`src/rtl/rf_write_arbiter_if.sv`:
```
`default_nettype none
// ============================================================================
// Module      : rf_write_arbiter_if
// Description : Bundle of the register-file writeback handshake signals shared
//               between the two writeback requesters (ALU, memory) and the
//               write-port arbiter.
// Ports       : alu_valid/alu_reg/alu_data/alu_ready  - ALU writeback channel
//               mem_valid/mem_reg/mem_data/mem_ready  - memory writeback channel
//               rf_write_en/rf_dst_reg/rf_dst_data    - register-file write port
//               busy_mask                             - pending/in-flight dests
//               conflict_cnt                          - saturating conflict count
// Modports    : master - requester side (drives requests, observes results)
//               slave  - arbiter side
// Revision    : 1.0 - initial release
// ============================================================================
interface rf_write_arbiter_if #(
    parameter int DATA_W = 16,
    parameter int ADDR_W = 4,
    parameter int CNT_W  = 8
);
    logic                   alu_valid;
    logic [ADDR_W-1:0]      alu_reg;
    logic [DATA_W-1:0]      alu_data;
    logic                   alu_ready;

    logic                   mem_valid;
    logic [ADDR_W-1:0]      mem_reg;
    logic [DATA_W-1:0]      mem_data;
    logic                   mem_ready;

    logic                   rf_write_en;
    logic [ADDR_W-1:0]      rf_dst_reg;
    logic [DATA_W-1:0]      rf_dst_data;

    logic [(2**ADDR_W)-1:0] busy_mask;
    logic [CNT_W-1:0]       conflict_cnt;

    modport master (
        output alu_valid, alu_reg, alu_data,
        output mem_valid, mem_reg, mem_data,
        input  alu_ready, mem_ready,
        input  rf_write_en, rf_dst_reg, rf_dst_data,
        input  busy_mask, conflict_cnt
    );

    modport slave (
        input  alu_valid, alu_reg, alu_data,
        input  mem_valid, mem_reg, mem_data,
        output alu_ready, mem_ready,
        output rf_write_en, rf_dst_reg, rf_dst_data,
        output busy_mask, conflict_cnt
    );
endinterface
`default_nettype wire

```
`src/rtl/rf_write_arbiter.sv`:
```
`default_nettype none
// ============================================================================
// Module      : rf_write_arbiter
// Description : Round-robin arbiter sharing the single register-file write
//               port between the ALU (source 0) and memory (source 1)
//               writeback paths. The winning write appears on the write port
//               one cycle after its grant. Also exports a one-hot busy mask of
//               pending and in-flight destinations for RAW stall detection,
//               and a saturating count of cycles where both sources competed.
// Ports       : clk  - clock, rising edge
//               rst  - asynchronous reset, active-high
//               bus  - rf_write_arbiter_if.slave (see interface header)
// Revision    : 1.0 - initial release
// ============================================================================
module rf_write_arbiter #(
    parameter int DATA_W = 16,
    parameter int ADDR_W = 4,
    parameter int CNT_W  = 8
) (
    input  wire logic           clk,
    input  wire logic           rst,
    rf_write_arbiter_if.slave   bus
);

    localparam int              c_nregs   = 2**ADDR_W;
    localparam logic            c_src_alu = 1'b0;
    localparam logic            c_src_mem = 1'b1;
    localparam logic [CNT_W-1:0] c_cnt_max = '1;

    logic               r_last_grant;
    logic               r_write_en;
    logic [ADDR_W-1:0]  r_dst_reg;
    logic [DATA_W-1:0]  r_dst_data;
    logic [CNT_W-1:0]   r_conflict_cnt;

    logic               w_both_valid;
    logic               w_grant_alu;
    logic               w_grant_mem;
    logic               w_grant_any;
    logic [ADDR_W-1:0]  w_win_reg;
    logic [DATA_W-1:0]  w_win_data;
    logic [c_nregs-1:0] w_busy;

    // On a tie the source that did not win last time gets the port, so
    // neither requester ever waits more than one cycle.
    assign w_both_valid = bus.alu_valid && bus.mem_valid;
    assign w_grant_alu  = bus.alu_valid && (!bus.mem_valid || (r_last_grant == c_src_mem));
    assign w_grant_mem  = bus.mem_valid && (!bus.alu_valid || (r_last_grant == c_src_alu));
    assign w_grant_any  = w_grant_alu || w_grant_mem;

    assign w_win_reg    = w_grant_alu ? bus.alu_reg  : bus.mem_reg;
    assign w_win_data   = w_grant_alu ? bus.alu_data : bus.mem_data;

    assign bus.alu_ready = w_grant_alu;
    assign bus.mem_ready = w_grant_mem;

    always_ff @(posedge clk or posedge rst) begin
        if (rst) begin
            r_last_grant   <= c_src_mem;
            r_write_en     <= 1'b0;
            r_dst_reg      <= '0;
            r_dst_data     <= '0;
            r_conflict_cnt <= '0;
        end else begin
            if (w_grant_any) begin
                r_last_grant <= w_grant_mem ? c_src_mem : c_src_alu;
                r_dst_reg    <= w_win_reg;
                r_dst_data   <= w_win_data;
                // R0 is hard-wired zero: the request is consumed but no write
                // is issued to the register file.
                r_write_en   <= (w_win_reg != '0);
            end else begin
                r_write_en   <= 1'b0;
            end

            if (w_both_valid && (r_conflict_cnt != c_cnt_max)) begin
                r_conflict_cnt <= r_conflict_cnt + 1'b1;
            end
        end
    end

    // Bit 0 stays clear because R0 can never be a RAW hazard.
    always_comb begin
        w_busy = '0;
        for (int i = 1; i < c_nregs; i++) begin
            w_busy[i] = (bus.alu_valid && (bus.alu_reg   == ADDR_W'(i))) ||
                        (bus.mem_valid && (bus.mem_reg   == ADDR_W'(i))) ||
                        (r_write_en    && (r_dst_reg     == ADDR_W'(i)));
        end
    end

    assign bus.busy_mask    = w_busy;
    assign bus.rf_write_en  = r_write_en;
    assign bus.rf_dst_reg   = r_dst_reg;
    assign bus.rf_dst_data  = r_dst_data;
    assign bus.conflict_cnt = r_conflict_cnt;

endmodule
`default_nettype wire

```
`src/flat_wrapper.sv`:
```
// flat-port wrapper written by rule: the top's interface ports become plain ports
module rf_write_arbiter_flat 
#(
    parameter int DATA_W = 16,
    parameter int ADDR_W = 4,
    parameter int CNT_W  = 8
)
  (clk, rst, bus_alu_valid, bus_alu_reg, bus_alu_data, bus_mem_valid, bus_mem_reg, bus_mem_data, bus_alu_ready, bus_mem_ready, bus_rf_write_en, bus_rf_dst_reg, bus_rf_dst_data, bus_busy_mask, bus_conflict_cnt);
  rf_write_arbiter_if #(.DATA_W(DATA_W), .ADDR_W(ADDR_W), .CNT_W(CNT_W)) bus_i ();
  input  wire logic clk;
  input  wire logic rst;
  input wire logic [$bits(bus_i.alu_valid)-1:0] bus_alu_valid;
  input wire logic [$bits(bus_i.alu_reg)-1:0] bus_alu_reg;
  input wire logic [$bits(bus_i.alu_data)-1:0] bus_alu_data;
  input wire logic [$bits(bus_i.mem_valid)-1:0] bus_mem_valid;
  input wire logic [$bits(bus_i.mem_reg)-1:0] bus_mem_reg;
  input wire logic [$bits(bus_i.mem_data)-1:0] bus_mem_data;
  output wire logic [$bits(bus_i.alu_ready)-1:0] bus_alu_ready;
  output wire logic [$bits(bus_i.mem_ready)-1:0] bus_mem_ready;
  output wire logic [$bits(bus_i.rf_write_en)-1:0] bus_rf_write_en;
  output wire logic [$bits(bus_i.rf_dst_reg)-1:0] bus_rf_dst_reg;
  output wire logic [$bits(bus_i.rf_dst_data)-1:0] bus_rf_dst_data;
  output wire logic [$bits(bus_i.busy_mask)-1:0] bus_busy_mask;
  output wire logic [$bits(bus_i.conflict_cnt)-1:0] bus_conflict_cnt;
  assign bus_i.alu_valid = bus_alu_valid;
  assign bus_i.alu_reg = bus_alu_reg;
  assign bus_i.alu_data = bus_alu_data;
  assign bus_i.mem_valid = bus_mem_valid;
  assign bus_i.mem_reg = bus_mem_reg;
  assign bus_i.mem_data = bus_mem_data;
  assign bus_alu_ready = bus_i.alu_ready;
  assign bus_mem_ready = bus_i.mem_ready;
  assign bus_rf_write_en = bus_i.rf_write_en;
  assign bus_rf_dst_reg = bus_i.rf_dst_reg;
  assign bus_rf_dst_data = bus_i.rf_dst_data;
  assign bus_busy_mask = bus_i.busy_mask;
  assign bus_conflict_cnt = bus_i.conflict_cnt;
  rf_write_arbiter #(.DATA_W(DATA_W), .ADDR_W(ADDR_W), .CNT_W(CNT_W)) u_core (.clk(clk), .rst(rst), .bus(bus_i));
endmodule
```
`config.mk`:
```
export PLATFORM = sky130hd
export DESIGN_NAME = rf_write_arbiter_flat
export DESIGN_NICKNAME = d
export VERILOG_FILES = /design/src/rtl/rf_write_arbiter_if.sv /design/src/rtl/rf_write_arbiter.sv /design/src/flat_wrapper.sv
export SDC_FILE = /design/constraint.sdc
export NUM_CORES = 1
export LEC_CHECK = 0
export ABC_CLOCK_PERIOD_IN_PS = 2700
export BUFFER_PORTS_ARGS = -buffer_cell sky130_fd_sc_hd__buf_4
export CAP_MARGIN = 0
export CORE_MARGIN = 10
export CORE_UTILIZATION = 51
export DETAILED_ROUTE_END_ITERATION = 6
export HOLD_SLACK_MARGIN = 0.03
export PLACE_DENSITY = 0.84
export SLEW_MARGIN = 20
export SYNTH_ARGS = -nofsm -noshare
export SYNTH_HDL_FRONTEND = slang
export SYNTH_SLANG_ARGS = --single-unit
```
`constraint.sdc`:
```
create_clock -name clk -period 2.7 [get_ports clk]
set_clock_uncertainty 0.1 [all_clocks]
set_input_delay 0.27 -clock clk [delete_from_list [all_inputs] [get_ports clk]]
set_output_delay 0.27 -clock clk [all_outputs]
set_load 0.1 [all_outputs]
```
# Word level (Yosys, flattened, before mapping)
# Cells that the tools add are included.
# totals
reg_bits	30
word_cells	142
# op_classes
add_sub_neg	1
n_eq_ne	46
muxes	4
bitwise	1
reduce_logical	85
# op_table
op	n
$eq A4 B4 Y1 const B	24
$logic_and A1 B1 Y1	49
$eq A4 B3 Y1 const B	12
$logic_or A1 B1 Y1	33
$eq A4 B2 Y1 const B	6
$mux W16	1
$eq A4 B1 Y1 const B	3
$add A8 B1 Y8 const B	1
$ne A8 B8 Y1 const B	1
$mux W4	1
$reduce_bool A4 Y1	1
$logic_not A1 Y1	2
$mux W1	2
$not A1 Y1	1

# Longest topological paths before layout
# logic_depth
ltp_word	6
ltp_mapped	6
depth_no_buf	4

# Worst setup path after synthesis
# Ideal clock, no wire load.
# synth_timing
kind	flip-flop to output port
from	register u_core.r_write_en, in the netlist u_core.bus.rf_write_en
to	output bus_busy_mask[3]
arrival_ns	2.205
slack_ns	0.125
path_stages_with_launch	4
path_cell_list	dfrtp_1 nor3b_1 nand3_1 nand3_1
# synth_between
elab_chain_len	2
# synth_lines
item	line_no	rtl
start: declaration	rf_write_arbiter.sv:31	logic r_write_en;
start signal: assignment	rf_write_arbiter.sv:71	r_write_en <= (w_win_reg != '0);
$logic_and A1 B1 Y1	rf_write_arbiter.sv:88	(r_write_en && (r_dst_reg == ADDR_W'(i)));
$logic_or A1 B1 Y1	rf_write_arbiter.sv:87	(bus.mem_valid && (bus.mem_reg == ADDR_W'(i))) ||
end: declaration	flat_wrapper.sv:23	output wire logic [$bits(bus_i.busy_mask)-1:0] bus_busy_mask;
# No other way between the ends.

# Worst setup path in the final report
# layout_timing
from	register u_core.r_last_grant
to	output bus_alu_ready
# layout_between
elab_chain_len	2
# layout_lines
item	line_no	rtl
start: declaration	rf_write_arbiter.sv:30	logic r_last_grant;
start signal: assignment	rf_write_arbiter.sv:59	r_last_grant <= c_src_mem;
start signal: assignment	rf_write_arbiter.sv:66	r_last_grant <= w_grant_mem ? c_src_mem : c_src_alu;
$logic_or A1 B1 Y1	rf_write_arbiter.sv:47	assign w_grant_alu = bus.alu_valid && (!bus.mem_valid || (r_last_grant == c_src_mem));
$logic_and A1 B1 Y1	rf_write_arbiter.sv:47	
end: declaration	flat_wrapper.sv:18	output wire logic [$bits(bus_i.alu_ready)-1:0] bus_alu_ready;
# No other way between the ends.

==> impl_metrics.env <==
export IMPL_status="finished, final reports clean"
export IMPL_p_leak_nw=1.39
export IMPL_wl_per_cell_um=17.4
export IMPL_grt_start_max_net_pins=46
export IMPL_worstPathArrival_ns=1.87
export IMPL_drc_errors=0
export IMPL_ys_async_sr_fraction_pct=100
export IMPL_cts_tree="done"
export IMPL_fin_nets=357
export IMPL_cts_sinks=30
export IMPL_p_per_area_nw_per_um2=801
export IMPL_reg2reg_slack_ns=1.01
export IMPL_cap_violations=0
export IMPL_worstPathCellList="nand2b_4, nand2_4, inv_2, buf_4"
export IMPL_synth_enable_flop_cells=0
export IMPL_drtAntennaViolNets=0
export IMPL_grt_pass1_vias=2117
export IMPL_ys_warn_count=0
export IMPL_h_tree_depth=2
export IMPL_via_per_inst=5.83
export IMPL_antenna_found_initial=0
export IMPL_dieArea_um2=7230
export IMPL_cp_max_fo=19
export IMPL_largest_reg_flops=16
export IMPL_syn_area_um2=2160
export IMPL_place_area_um2=2770
export IMPL_dr_first_iter_drc_count=213
export IMPL_rsz0062_at_grt="no"
export IMPL_clk_pin_slew_ns=0.07
export IMPL_clock_root_buffer="clkbuf_8"
export IMPL_ios=91
export IMPL_overflow=0
export IMPL_fillers=345
export IMPL_crit_family="flip-flops"
export IMPL_synth_cell_type_count=51
export IMPL_design_area_um2=2870
export IMPL_synth_seq_cells=30
export IMPL_area_growth_pct=33.2
export IMPL_num_vias=2118
export IMPL_cts_buffer_depth=2
export IMPL_hpwl_um=4790
export IMPL_start_util_pct=53.2
export IMPL_syn_avg_cell_area_um2=9.42
export IMPL_syn_num_nets=274
export IMPL_grt_pass1_wl_um=10500
export IMPL_worst_skew_pair_late_latency_ns=0.28
export IMPL_diodes=0
export IMPL_final_cells=363
export IMPL_cts_made_buffers=5
export IMPL_setup_violations=0
export IMPL_peakVddDrop_mv=0.349
export IMPL_ys_seq_area_share_pct=34.9
export IMPL_crit_buf_inv=2
export IMPL_slew_viol_final=0
export IMPL_synthFlopType="dfrtp_1"
export IMPL_core_area_um2=4060
export IMPL_grt_use_total_pct=17.1
export IMPL_hold_path_class="in -> reg"
export IMPL_fin_util_pct=70.8
export IMPL_postCtsSetupRepairBufs=0
export IMPL_dp_cells=354
export IMPL_syn_inst=229
export IMPL_critical_path_class="reg -> out"
export IMPL_slowest_delay_ns=0.75
export IMPL_rows=23
export IMPL_hold_viol_final=0
export IMPL_dr_pass1_iters=5
export IMPL_start_kind="flip-flop"
export IMPL_gp_congestion=0.865
export IMPL_worstPathRequired_ns=2.33
export IMPL_drive_gt1_share_pct=39.0
export IMPL_fp_dieH_um=85.0
export IMPL_io_buffers=89
export IMPL_max_clock_freq_mhz=446
export IMPL_routed_wl_um=6300
export IMPL_die_w_um=85.0
export IMPL_period_share_pct=83.1
export IMPL_critPathSlowestCell="dfstp_2"
export IMPL_cp_end_kind="primary output"
export IMPL_fin_tns_setup_ns=0
export IMPL_period_needed_ns=2.24
[cell usage after synthesis (all sizes together), types with 2 or more instances]
| library cell | count | share of area (%) |
|---|---|---|
| xnor2 | 2 | 0.81 |
| a21o | 17 | 5.9 |
| a22oi | 9 | 3.1 |
| clkbuf | 2 | 0.35 |
| a21oi | 6 | 1.4 |
| nand3 | 18 | 4.4 |
| o221a | 16 | 8.4 |
| mux2 | 5 | 2.6 |
| nor2 | 8 | 1.4 |
| buf | 13 | 5.4 |
| nand2b | 18 | 5.6 |
| and4 | 2 | 0.81 |
| a41oi | 2 | 1.2 |
| nor3b | 3 | 1.3 |
| inv | 8 | 1.4 |
| a222oi | 2 | 0.93 |
| o22ai | 3 | 0.87 |
| dfrtp | 29 | 34 |
| or2 | 16 | 4.6 |
| nand2 | 20 | 3.8 |
| and3 | 4 | 1.4 |
| o211ai | 2 | 0.93 |
| nor2b | 6 | 1.7 |
| and3b | 6 | 2.6 |
[through the flow]
step	power, mW	worst slack (ns)	hold slack, ns
floorplan	1.65	0.125	0.260
CTS	2.31	0.461	0.163
global placement	1.93	0.787	0.268
finish	2.30	0.457	0.164
detailed placement	1.94	0.762	0.277
global route	2.39	0.348	0.167
[cell families after synthesis]
family / share of synthesized area [%]
XOR/XNOR: 1.22
adder cells (fa/ha/maj): 0.580
AND/OR/NAND/NOR: 28.9
multiplexers: 2.61
flip-flops: 34.9
AO/OA/AOI/OAI: 24.5
other: 0.174
buffers and inverters: 7.13
[worst paths after layout]
path / from / end / depth (start not counted)
max: u_core.r_last_grant$_DFFE_PP1P_ / bus_alu_ready / 4
min: bus_alu_data[10] / u_core.bus.rf_dst_data[10]$_DFFE_PP0P_ / 2
max reg2reg: u_core.r_last_grant$_DFFE_PP1P_ / u_core.bus.rf_dst_data[9]$_DFFE_PP0P_ / 3
min reg2reg: u_core.bus.conflict_cnt[0]$_DFFE_PP0P_ / u_core.bus.conflict_cnt[0]$_DFFE_PP0P_ / 1
max in group asynchronous: rst / u_core.r_last_grant$_DFFE_PP1P_ / 4
min in group asynchronous: rst / u_core.bus.conflict_cnt[3]$_DFFE_PP0P_ / 4
[area by class of cell]
| type | count | area, um2 | area share [%] |
|---|---|---|---|
| well taps | 50 | 62.6 | 2.18 |
| inverters | 8 | 30.0 | 1.05 |
| clock inverters | 1 | 5.00 | 0.174 |
| flip-flops and latches | 30 | 752 | 26.2 |
| multi-input cells | 176 | 1250 | 43.6 |
| clock buffers | 7 | 86.3 | 3.01 |
| repair buffers | 91 | 686 | 23.9 |
[repair_timing]
item / 4_1_cts / 5_1_grt
resized for setup: 0 / 0
hold buffers: 1 / 0
setup endpoints to repair: 0 / 0
endpoints found under the hold margin: 29 / 0
[power by group]
group          switching, mW  internal [mW]
registers              0.104          0.537
clock network          0.165          0.205
logic                  0.981          0.312
[metal layers]
layer  part of all wire (%)  GRT usage [%]  routed length (um)
met2                     49           26.6                3090
met5                      0              0                   0
met4                   0.57           4.34                  36
met1                     41           22.1                2610
met3                    8.9           5.74                 560
[placed cells by master (no fill, tap or decap), types with 3 or more instances in the layout]
cell,n
or2_1,8
a22oi_1,9
inv_1,7
a21o_1,17
dfrtp_1,29
or2_2,6
clkbuf_8,6
buf_4,90
mux2_2,3
and3_1,3
o221a_1,10
nand2_1,19
and3b_1,5
nor2b_1,6
nor2_1,8
a21oi_1,6
o22ai_1,3
nand3_1,17
o221a_2,6
nand2b_1,17
[worst reg2reg max path: stages, from the launching register on]
cell and delay, ns:
dfstp_2 0.75, nand2b_4 0.26, nand2_4 0.15, o221a_2 0.33
(Power assumes the default switching activity.)
